===== src/rtl/hazard_pkg.sv =====
// Shared hazard-tracking types for the register scoreboard.
// Contents:
//   REG_IDX_W      width of an architectural register index
//   NREGS          number of architectural integer registers (x0 is never tracked)
//   decoded_inst_t decode fields the scoreboard consumes from ID
//   sb_cnt_t       default per-register pending counter type
package hazard_pkg;

    localparam int REG_IDX_W = 5;
    localparam int NREGS     = 32;
    localparam int SB_CNT_W  = 2;

    typedef logic [REG_IDX_W-1:0] reg_idx_t;
    typedef logic [SB_CNT_W-1:0]  sb_cnt_t;

    typedef struct packed {
        reg_idx_t rs1;
        reg_idx_t rs2;
        reg_idx_t rd;
        logic     en_rs1;
        logic     en_rs2;
        logic     en_rd;
        logic     is_mret;
    } decoded_inst_t;

endpackage


===== src/rtl/sb_counter.sv =====
// One clamped up/down counter used by the register scoreboard.
// Ports:
//   clk, reset_n  clock and asynchronous active-low reset
//   inc           add one this cycle
//   dec[1:0]      subtract 0..2 this cycle (WB and squash may both hit)
//   cnt           current count
//   underflow     combinational: this cycle's update would go below zero
// A result below zero is held at zero; a result above the top code is
// held at the top code.
module sb_counter #(
    parameter int W = 2
) (
    input  logic         clk,
    input  logic         reset_n,
    input  logic         inc,
    input  logic [1:0]   dec,
    output logic [W-1:0] cnt,
    output logic         underflow
);

    localparam int NW = W + 2;
    localparam logic signed [NW-1:0] MAXV = NW'((1 << W) - 1);

    // Two extra bits hold both cnt+1 and the -2 corner without wrapping.
    logic signed [NW-1:0] nxt;

    assign nxt       = $signed({2'b00, cnt}) + $signed(NW'(inc)) - $signed(NW'(dec));
    assign underflow = (nxt < 0);

    always_ff @(posedge clk or negedge reset_n) begin
        if (!reset_n) begin
            cnt <= '0;
        end else if (underflow) begin
            cnt <= '0;
        end else if (nxt > MAXV) begin
            cnt <= '1;
        end else begin
            cnt <= nxt[W-1:0];
        end
    end

endmodule


===== src/rtl/reg_scoreboard.sv =====
// Register scoreboard: counts in-flight writes per architectural register
// and raises data_hazard_ID when the instruction in ID must stall.
// Optional feature macro: SB_PERF_CNT_EN adds the stall_cycles counter.
// Ports:
//   clk, reset_n    clock and asynchronous active-low reset
//   id_valid        ID holds a valid instruction
//   id_deco         ID decode fields (rs1/rs2/rd, enables, is_mret)
//   issue_fire      ID instruction accepted into EX this cycle
//   wb_fire         WB retires this cycle; wb_rd/wb_en_rd describe its write
//   sq_fire         one tracked in-flight instruction squashed; sq_rd its rd
//   data_hazard_ID  ID must stall (registered state + current ID fields)
//   inflight        total tracked writes outstanding
//   stall_cycles    (SB_PERF_CNT_EN only) saturating count of stall cycles
//   sb_err          sticky: a decrement of a zero counter was seen
module reg_scoreboard
    import hazard_pkg::*;
#(
    parameter int  CNT_W        = 2,
    parameter int  MAX_INFLIGHT = 4,
    localparam int TOT_W        = $clog2(MAX_INFLIGHT + 1)
) (
    input  logic                 clk,
    input  logic                 reset_n,
    input  logic                 id_valid,
    input  decoded_inst_t        id_deco,
    input  logic                 issue_fire,
    input  logic                 wb_fire,
    input  logic [REG_IDX_W-1:0] wb_rd,
    input  logic                 wb_en_rd,
    input  logic                 sq_fire,
    input  logic [REG_IDX_W-1:0] sq_rd,
    output logic                 data_hazard_ID,
    output logic [TOT_W-1:0]     inflight,
`ifdef SB_PERF_CNT_EN
    output logic [31:0]          stall_cycles,
`endif
    output logic                 sb_err
);

    localparam logic [CNT_W-1:0] CNT_MAX   = '1;
    localparam logic [TOT_W-1:0] INFL_FULL = TOT_W'(MAX_INFLIGHT);

    // Only writes to x1..x31 are tracked; x0 traffic never touches state.
    logic issue_trk;
    logic wb_trk;
    logic sq_trk;

    assign issue_trk = issue_fire & id_deco.en_rd & (id_deco.rd != '0);
    assign wb_trk    = wb_fire & wb_en_rd & (wb_rd != '0);
    assign sq_trk    = sq_fire & (sq_rd != '0);

    logic [CNT_W-1:0] cnt [NREGS];
    logic [NREGS-1:0] reg_uf;
    logic             tot_uf;

    assign cnt[0]    = '0;
    assign reg_uf[0] = 1'b0;

    for (genvar r = 1; r < NREGS; r++) begin : g_reg
        logic       inc;
        logic [1:0] dec;

        assign inc = issue_trk & (id_deco.rd == REG_IDX_W'(r));
        assign dec = {1'b0, wb_trk & (wb_rd == REG_IDX_W'(r))}
                   + {1'b0, sq_trk & (sq_rd == REG_IDX_W'(r))};

        sb_counter #(.W(CNT_W)) u_cnt (
            .clk       (clk),
            .reset_n   (reset_n),
            .inc       (inc),
            .dec       (dec),
            .cnt       (cnt[r]),
            .underflow (reg_uf[r])
        );
    end

    // Total outstanding writes follow the same inc/dec events as the
    // per-register counters.
    logic [1:0] tot_dec;
    assign tot_dec = {1'b0, wb_trk} + {1'b0, sq_trk};

    sb_counter #(.W(TOT_W)) u_inflight (
        .clk       (clk),
        .reset_n   (reset_n),
        .inc       (issue_trk),
        .dec       (tot_dec),
        .cnt       (inflight),
        .underflow (tot_uf)
    );

    // Hazard terms use registered counts only: a WB this cycle does not
    // release a dependent instruction until the next cycle.
    logic rs1_busy;
    logic rs2_busy;
    logic rd_full;
    logic infl_full;
    logic mret_wait;

    assign rs1_busy  = id_deco.en_rs1 & (id_deco.rs1 != '0) & (cnt[id_deco.rs1] != '0);
    assign rs2_busy  = id_deco.en_rs2 & (id_deco.rs2 != '0) & (cnt[id_deco.rs2] != '0);
    assign rd_full   = id_deco.en_rd & (id_deco.rd != '0) & (cnt[id_deco.rd] == CNT_MAX);
    assign infl_full = id_deco.en_rd & (id_deco.rd != '0) & (inflight == INFL_FULL);
    assign mret_wait = id_deco.is_mret & (inflight != '0);

    assign data_hazard_ID = id_valid & (rs1_busy | rs2_busy | rd_full | infl_full | mret_wait);

    always_ff @(posedge clk or negedge reset_n) begin
        if (!reset_n) begin
            sb_err <= 1'b0;
        end else if ((|reg_uf) | tot_uf) begin
            sb_err <= 1'b1;
        end
    end

`ifdef SB_PERF_CNT_EN
    always_ff @(posedge clk or negedge reset_n) begin
        if (!reset_n) begin
            stall_cycles <= '0;
        end else if (data_hazard_ID && (stall_cycles != '1)) begin
            stall_cycles <= stall_cycles + 32'd1;
        end
    end
`endif

endmodule


===== config.mk =====
export PLATFORM = sky130hd
export DESIGN_NAME = reg_scoreboard
export DESIGN_NICKNAME = d
export VERILOG_FILES = /design/src/rtl/hazard_pkg.sv /design/src/rtl/sb_counter.sv /design/src/rtl/reg_scoreboard.sv
export SDC_FILE = /design/constraint.sdc
export NUM_CORES = 1
export LEC_CHECK = 0
export CAP_MARGIN = 25
export CORE_ASPECT_RATIO = 0.7
export CORE_MARGIN = 3
export CORE_UTILIZATION = 25
export DETAILED_ROUTE_END_ITERATION = 6
export PLACE_DENSITY = 0.45
export RECOVER_POWER = 25
export SYNTH_ARGS = -nofsm -noshare
export SYNTH_HDL_FRONTEND = slang
export SYNTH_SLANG_ARGS = --single-unit
export TNS_END_PERCENT = 10

===== constraint.sdc =====
create_clock -name clk -period 4.4 [get_ports clk]
set_clock_uncertainty 0.15 [all_clocks]
set_input_delay 0.66 -clock clk [delete_from_list [all_inputs] [get_ports clk]]
set_output_delay 0.66 -clock clk [all_outputs]
set_load 0.1 [all_outputs]

==> results.md, run 1 <==
- Outcome: finished with violations
- Violations in the final reports: capacitance limit, slew limit
- Worst slew margin: -13.4%
- Max-capacitance violation count: 1
- Count of yosys warnings during synthesis: 0
- Slowest stage delay, CP: approximately 500 ps
- Pin count of the biggest net entering global routing: 67
- Number of gates resized after cts: 0
- Global-route wire length before repair: 34300 um
- Worst Reg-to-Reg Cells: 8
- CTS tree: built
- Final WL: around 22000 um
- Critical path startpoint category: input port
- Cells after synthesis: 783
- Area share of the largest cell type after synthesis: 23.4%
- Power Dens Cells: 413 nW/um^2
- Number of vias per cell after detailed routing: approximately 4.5
- Required time of the critical path: 4470 ps
- Number of antenna violations at the first check in global routing: 1
- Sort of element at the end of the critical path: flip-flop
- Placed instance count: 1188
- Final period demand of the worst path: 4040 ps
- Register area: 1650 um^2
- Worst Path Arrival: 4110 ps
- DRC Markers: 0
- Flip-flop cell with the highest count after synthesis: sky130_fd_sc_hd__dfrtp_1
- Synth unique cells: 54
- Ratio of final minimum period to clock period: 91.9%
- Final number of setup-violating endpoints: 0
- Largest fanout on the critical path: 13
- Die Span Y: 147 um
- Net count, final: 1036
- Worst min-delay path category: flip-flop to flip-flop
- Final Hold Fails: 0
- HPWL reported at the end of detailed placement: 18600 um
- Gate family responsible for the most delay along the worst path: simple AND/OR/NAND/NOR gates
- Hold Startpoint: g_reg[12].u_cnt.cnt[1]
- CTS HTree Levels: 3
- Inserted Diodes: 0
- Peak ir drop on the vdd network: approximately 0.4 mV
- Cell with the most instances after synthesis: sky130_fd_sc_hd__inv_1
- TritonCTS Buffers: 9
- Maximum buffer depth of the clock tree: 2
- Mean area per synthesized cell: around 9 um^2
- Total global-route track usage: 15.2%
- Terminus of the critical flop-to-flop path: sb_err
- Standard-cell rows: 50
- Worst R2R Setup Slack: 1970 ps
- Leakage power figure: between 3 and 4 nW
- Post-detailed-route count of antenna-violating nets: 0
- Share of final-layout standard cells stronger than drive strength 1: 6.18%
- Via count of the first global-routing pass: 5442
- Io pins: 41
- Most instantiated cells after synthesis: sky130_fd_sc_hd__inv_1 (167), sky130_fd_sc_hd__nor2_1 (106), sky130_fd_sc_hd__ha_1 (98)
- Hold slack final: 474 ps
- Total count of max-transition violations in the final report: 61
- Cells traversed along the worst timing path: clkdlybuf4s50_1 > buf_4 > inv_1 > nand2_1 > nor2_1 > nand2_1 > fa_1 > ha_1 > inv_1 > ha_1 > a2bb2oi_1 > o221ai_1 > nor4_1 > nand3_1
- Final cell count without fillers: 1205
- Clock root cell: sky130_fd_sc_hd__clkbuf_16
- Cell Area, Synth: 7070 um^2
- Average wire per cell in the routed design: 18.4 um
- DIE AREA: 30400 um^2
- Length of the first detailed-routing pass in iterations: 5
- Core area: ~27000 um^2
- Grt total ovfl: 0
- Transition time of the tightest slew-check pin: 1700 ps
- Latest clock arrival within the worst-skew pair: between 300 and 400 ps
- Register area share after synthesis: roughly a quarter
- Share of synthesized flip-flops with an asynchronous set or reset: 100%
- Width of the die: 207 um
- Clock-pin slew on the worst setup and hold paths: 60 ps
- Top cells by area in the synthesized netlist: sky130_fd_sc_hd__dfrtp_1 (23%), sky130_fd_sc_hd__fa_1 (18%), sky130_fd_sc_hd__ha_1 (17%)
- FILL cells: 2925
- Vias: 5461
- Critical path start-end classification: input port to flip-flop
- Count of flip-flops with a built-in enable after synthesis: 0
- Area overhead of the layout relative to synthesis: 17.8%
- Number of violations reported at the end of detailed-routing iteration 0: about 420
- Slowest stage cell, crit path: sky130_fd_sc_hd__nor4_1
- R2r startpoint: g_reg[20].u_cnt.cnt[1]
- Number of buffers inserted by port buffering: 40
- Post-synth net total: 982
- Worst path bufs/invs: 4
- Hold Path End: g_reg[12].u_cnt.cnt[1]
- Largest area contributor in the synthesized netlist: sky130_fd_sc_hd__dfrtp_1
- Cell count of the worst hold path: 1
- Yosys reg bits: 66
- Max Fclk: 247 MHz
- Initial Util: 25.9%
- Area of the multi-input gates: ~4700 um^2
- Unrepaired setup endpoints after global routing: false
- CTS sink count: 66
- Placer's final routability congestion estimate: 0.864
==> per-layer routing <==
metal  part of all wire, %  global-route usage (%)  vias up
met5                     0                       0        -
met4                  0.84                    2.78        0
met3                   7.0                    3.67       14
met2                    38                    19.9      168
met1                    55                    24.7     2678
li1                      -                       -     2601
==> metrics by stage <==
step                      util (%)  power, mW  area (um^2)  worst slack [ps]  setup TNS [ps]
after floorplan                  -       2.10         7070               803               0
after global placement        29.4       2.66         8010             -5.13           -5.13
after detailed placement      29.4       2.68         8010             -97.1           -97.1
after CTS                     30.5       3.48         8320               319               0
after global routing          30.5       3.73         8330              87.0               0
final                         30.5       3.44         8330               357               0
==> worst max path at each step <==
stage               slack (ps)  depth (start not counted)             end         from
floorplan                  800                          5  data_hazard_ID  id_deco[11]
global route                90                         14          sb_err   id_deco[5]
global placement            -5                         14          sb_err   id_deco[5]
CTS                        320                         14          sb_err   id_deco[5]
finish                     360                         14          sb_err   id_deco[5]
detailed placement        -100                         15          sb_err   id_deco[5]
==> report_power, final <==
part           switching, mW  internal [mW]
logic                  0.797          0.567
clock network          0.289          0.481
registers              0.415          0.892
==> sequential cells by signal, indices dropped and copies added, names as in the netlist <==
name / cells
u_inflight.cnt: 3
g.u_cnt.cnt: 62
sb_err: 1
==> repair_timing <==
item | in CTS | in global routing
buffers inserted | 0 | 0
hold endpoints to repair | 0 | 6
hold buffers | 0 | 1
==> cell usage in the layout (no fill, tap or decap), types with 2 or more instances in the layout <==
master	n
sky130_fd_sc_hd__mux2i_1	2
sky130_fd_sc_hd__nor3b_1	3
sky130_fd_sc_hd__nor2_1	106
sky130_fd_sc_hd__mux4_1	3
sky130_fd_sc_hd__a31oi_1	4
sky130_fd_sc_hd__inv_2	2
sky130_fd_sc_hd__o21ai_0	14
sky130_fd_sc_hd__nand2b_1	5
sky130_fd_sc_hd__a311o_1	2
sky130_fd_sc_hd__a21oi_1	11
sky130_fd_sc_hd__nor4_1	3
sky130_fd_sc_hd__clkbuf_1	2
sky130_fd_sc_hd__buf_4	23
sky130_fd_sc_hd__nand3b_1	3
sky130_fd_sc_hd__clkdlybuf4s50_1	38
sky130_fd_sc_hd__clkbuf_16	9
sky130_fd_sc_hd__o221ai_1	2
sky130_fd_sc_hd__or2_2	3
sky130_fd_sc_hd__o211ai_1	8
sky130_fd_sc_hd__inv_1	167
sky130_fd_sc_hd__o22ai_1	9
sky130_fd_sc_hd__and3_1	2
sky130_fd_sc_hd__ha_1	98
sky130_fd_sc_hd__clkbuf_8	3
sky130_fd_sc_hd__nor2b_1	8
sky130_fd_sc_hd__dfrtp_1	66
sky130_fd_sc_hd__nor3_1	16
sky130_fd_sc_hd__nand4_1	4
sky130_fd_sc_hd__mux4_2	7
sky130_fd_sc_hd__maj3_1	29
sky130_fd_sc_hd__fa_1	65
sky130_fd_sc_hd__a211oi_1	5
sky130_fd_sc_hd__a2111oi_0	5
sky130_fd_sc_hd__nand2_1	66
sky130_fd_sc_hd__nand3_1	21
sky130_fd_sc_hd__o22a_1	2
==> final cells by class <==
cell class | instances | area share [%]
well taps | 364 | 5.47
flip-flops and latches | 66 | 19.8
multi-input cells | 526 | 56.3
repair buffers | 65 | 7.10
clock buffers | 13 | 3.24
inverters | 169 | 7.61
clock inverters | 2 | 0.421
==> cells by family (layout without fill, tap and decap cells) <==
logic type / Yosys count / after routing / synth area share, %
AO/OA/AOI/OAI: 78 / 78 / 7.84
flip-flops: 66 / 66 / 23.4
adder cells (fa/ha/maj): 192 / 192 / 39.9
buffers and inverters: 191 / 249 / 10.3
AND/OR/NAND/NOR: 243 / 243 / 14.9
multiplexers: 12 / 12 / 3.63
XOR/XNOR: 1 / 1 / 0.124
Note: power is estimated with default switching activity, not from simulation.
==> inputs of run 2 (changes only) <==
CELL_PAD_IN_SITES_DETAIL_PLACEMENT = 1   (was not set)
CELL_PAD_IN_SITES_GLOBAL_PLACEMENT = 2   (was not set)
PLACE_DENSITY = 0.62   (was 0.45)
==> results.md, run 2 (synthesis gave the netlist of run 1 again) <==
- Outcome: finished with violations (unchanged)
- Violations in the final reports: capacitance limit, slew limit (unchanged)
- Largest fanout on the critical path: 14 (was 13)
- Area of all placed cells without fillers: 8360 um^2 (was 8330 um^2)
- Largest register FFs: 62 (unchanged)
- FILL cells: 3224 (was 2925)
- Width of the die: 207 um (unchanged)
- Transition time of the tightest slew-check pin: 1680 ps (was 1700 ps)
- Worst Path Arrival: 3300 ps (was 4110 ps)
- Inserted Diodes: 0 (unchanged)
- Most frequent standard cell in the layout excluding fill and tap cells: sky130_fd_sc_hd__inv_1 (unchanged)
- Crit path setup slack, layout: 294 ps (was 357 ps)
- Global-route wire length before repair: 38500 um (was 34300 um)
- Peak ir drop on the vdd network: 0.539 mV (was 0.392 mV)
- Via count of the first global-routing pass: 5799 (was 5442)
- TritonCTS Buffers: 9 (unchanged)
- Number of antenna violations at the first check in global routing: 1 (unchanged)
- Net count, final: 1043 (was 1036)
- Maximum buffer depth of the clock tree: 2 (unchanged)
- Pin count of the biggest net entering global routing: 67 (unchanged)
- Number of violations reported at the end of detailed-routing iteration 0: 341 (was 416)
- Grt total ovfl: 0 (unchanged)
- Power Dens Cells: 415 nW/um^2 (was 413 nW/um^2)
- Leading cell types in the layout, fill and taps excluded: sky130_fd_sc_hd__inv_1 (167), sky130_fd_sc_hd__nor2_1 (106), sky130_fd_sc_hd__ha_1 (98) (unchanged)
- Clock-pin slew on the worst setup and hold paths: 60 ps (about the same)
- Latest clock arrival within the worst-skew pair: 360 ps (about the same)
- Worst Reg-to-Reg Cells: 9 (was 8)
- Worst slew margin: -12.0% (was -13.4%)
- Placement Cell Area: 8070 um^2 (was 8010 um^2)
- Total count of max-transition violations in the final report: 58 (was 61)
- Largest registers: g.u_cnt.cnt x62, u_inflight.cnt x3, sb_err x1 (unchanged)
- Placer's final routability congestion estimate: 0.848 (was 0.864)
- Standard-cell rows: 50 (unchanged)
- Area overhead of the layout relative to synthesis: 18.3% (was 17.8%)
- Critical path startpoint category: input port (unchanged)
- Post-CTS setup buffer count: 0 (unchanged)
- DIE AREA: 30400 um^2 (unchanged)
- Total global-route track usage: 17.1% (was 15.2%)
- Leakage power figure: 4.00 nW (was 3.97 nW)
- Post-route setup TNS: 0 ps (unchanged)
- Vias: 5537 (was 5461)
- Most flops, register: g.u_cnt.cnt (unchanged)
- Final Hold Fails: 0 (unchanged)
- Length of the first detailed-routing pass in iterations: 5 (unchanged)
- Number of buffers inserted by port buffering: 40 (unchanged)
- Critical path start-end classification: input port to output pin (was input port to flip-flop)
- Average wire per cell in the routed design: 20.5 um (was 18.4 um)
- DRC Markers: 0 (unchanged)
- Share of final-layout standard cells stronger than drive strength 1: 6.84% (was 6.18%)
- Worst min-delay path category: flip-flop to flip-flop (unchanged)
- Initial Util: 25.9% (unchanged)
- Core area: 27300 um^2 (unchanged)
- Clock root cell: sky130_fd_sc_hd__clkbuf_16 (unchanged)
- Io pins: 41 (unchanged)
- HPWL reported at the end of detailed placement: 20800 um (was 18600 um)
- Number of vias per cell after detailed routing: 4.57 (was 4.53)
- Max Fclk: 244 MHz (was 247 MHz)
- Unrepaired setup endpoints after global routing: false (unchanged)
- Post-detailed-route count of antenna-violating nets: 0 (unchanged)
- Critical path launch point: id_deco[4] (was id_deco[5])
- Die Span Y: 147 um (unchanged)
- Sort of element at the end of the critical path: output pin (was flip-flop)
- Terminus of the critical flop-to-flop path: sb_err (unchanged)
- Final number of setup-violating endpoints: 0 (unchanged)
- R2r startpoint: g_reg[29].u_cnt.cnt[1] (was g_reg[20].u_cnt.cnt[1])
- Worst Setup Slack post-DPL: -48.4 ps (was -97.1 ps)
- Setup crit end: data_hazard_ID (was sb_err)
- Ratio of final minimum period to clock period: 93.3% (was 91.9%)
- Area of the multi-input gates: 4690 um^2 (unchanged)
- Final period demand of the worst path: 4110 ps (was 4040 ps)
- CTS tree: built (unchanged)
- Register area: 1650 um^2 (unchanged)
- Worst R2R Setup Slack: 2080 ps (was 1970 ps)
- Required time of the critical path: 3590 ps (was 4470 ps)
- Final WL: 24800 um (was 22200 um)
- CTS sink count: 66 (unchanged)
- Max-capacitance violation count: 1 (unchanged)
- CTS HTree Levels: 3 (unchanged)
==> run 2: cell types whose count changed in the layout (fill, tap and decap cells not counted), sizes merged <==
cell,change
clkinv,+1
clkbuf,-1
buf,+7
==> run 2: timing repair <==
action / in CTS / in global routing
hold buffers: 0 / 1
resized for setup: 0 / 0
endpoints found under the hold margin: 0 / 9
==> run 2: worst min-delay path by stage <==
stage	startpoint	to	cells past startpoint
6_report	g_reg[7].u_cnt.cnt[1]	g_reg[7].u_cnt.cnt[1]	1
3_3_place_gp	g_reg[18].u_cnt.cnt[1]	g_reg[18].u_cnt.cnt[1]	1
5_1_grt	g_reg[21].u_cnt.cnt[1]	g_reg[21].u_cnt.cnt[1]	1
3_5_place_dp	g_reg[7].u_cnt.cnt[1]	g_reg[7].u_cnt.cnt[1]	1
2_1_floorplan	reset_n	g_reg[10].u_cnt.cnt[0]	0
4_1_cts	reset_n	g_reg[16].u_cnt.cnt[1]	1
==> run 2: critical path: stages <==
cell	delay, ps
sky130_fd_sc_hd__clkdlybuf4s50_1	570
sky130_fd_sc_hd__buf_4	280
sky130_fd_sc_hd__buf_4	230
sky130_fd_sc_hd__nor2b_1	80
sky130_fd_sc_hd__a21oi_1	150
sky130_fd_sc_hd__a32oi_1	120
sky130_fd_sc_hd__o32ai_1	530
sky130_fd_sc_hd__a211oi_1	120
sky130_fd_sc_hd__a41oi_2	320
sky130_fd_sc_hd__buf_12	220
==> run 2: area by class of cell <==
type                       count  share of cell area [%]
inverter                     169                    7.58
clock inverter                 3                   0.479
tap                          364                    5.45
clock buffer                  12                    2.95
sequential                    66                    19.7
timing repair buffer          72                    7.70
multi-input combinational    526                    56.1
==> run 2: report_power, final <==
part | switching (mW) | internal, mW | total [mW]
Sequential | 0.432 | 0.892 | 1.32
Combinational | 0.817 | 0.578 | 1.39
Clock | 0.303 | 0.450 | 0.753
Total | 1.55 | 1.92 | 3.47
==> run 2: stage by stage <==
step | utilization [%] | total power [mW] | cells | hold slack [ps]
after global routing | 30.7 | 3.79 | 1212 | 511
after global placement | 29.6 | 2.70 | 1195 | 464
after detailed placement | 29.6 | 2.73 | 1195 | 477
after floorplan | - | 2.10 | 783 | 214
after CTS | 30.6 | 3.52 | 1210 | 345
final | 30.7 | 3.47 | 1212 | 484
==> run 2: per-layer routing <==
metal	track usage (%)	up-vias	part of all wire, %
met4	2.81	0	0.70
met5	0	-	0
met1	28.1	2801	55
met3	3.59	13	4.9
met2	22.7	106	39
li1	-	2617	-
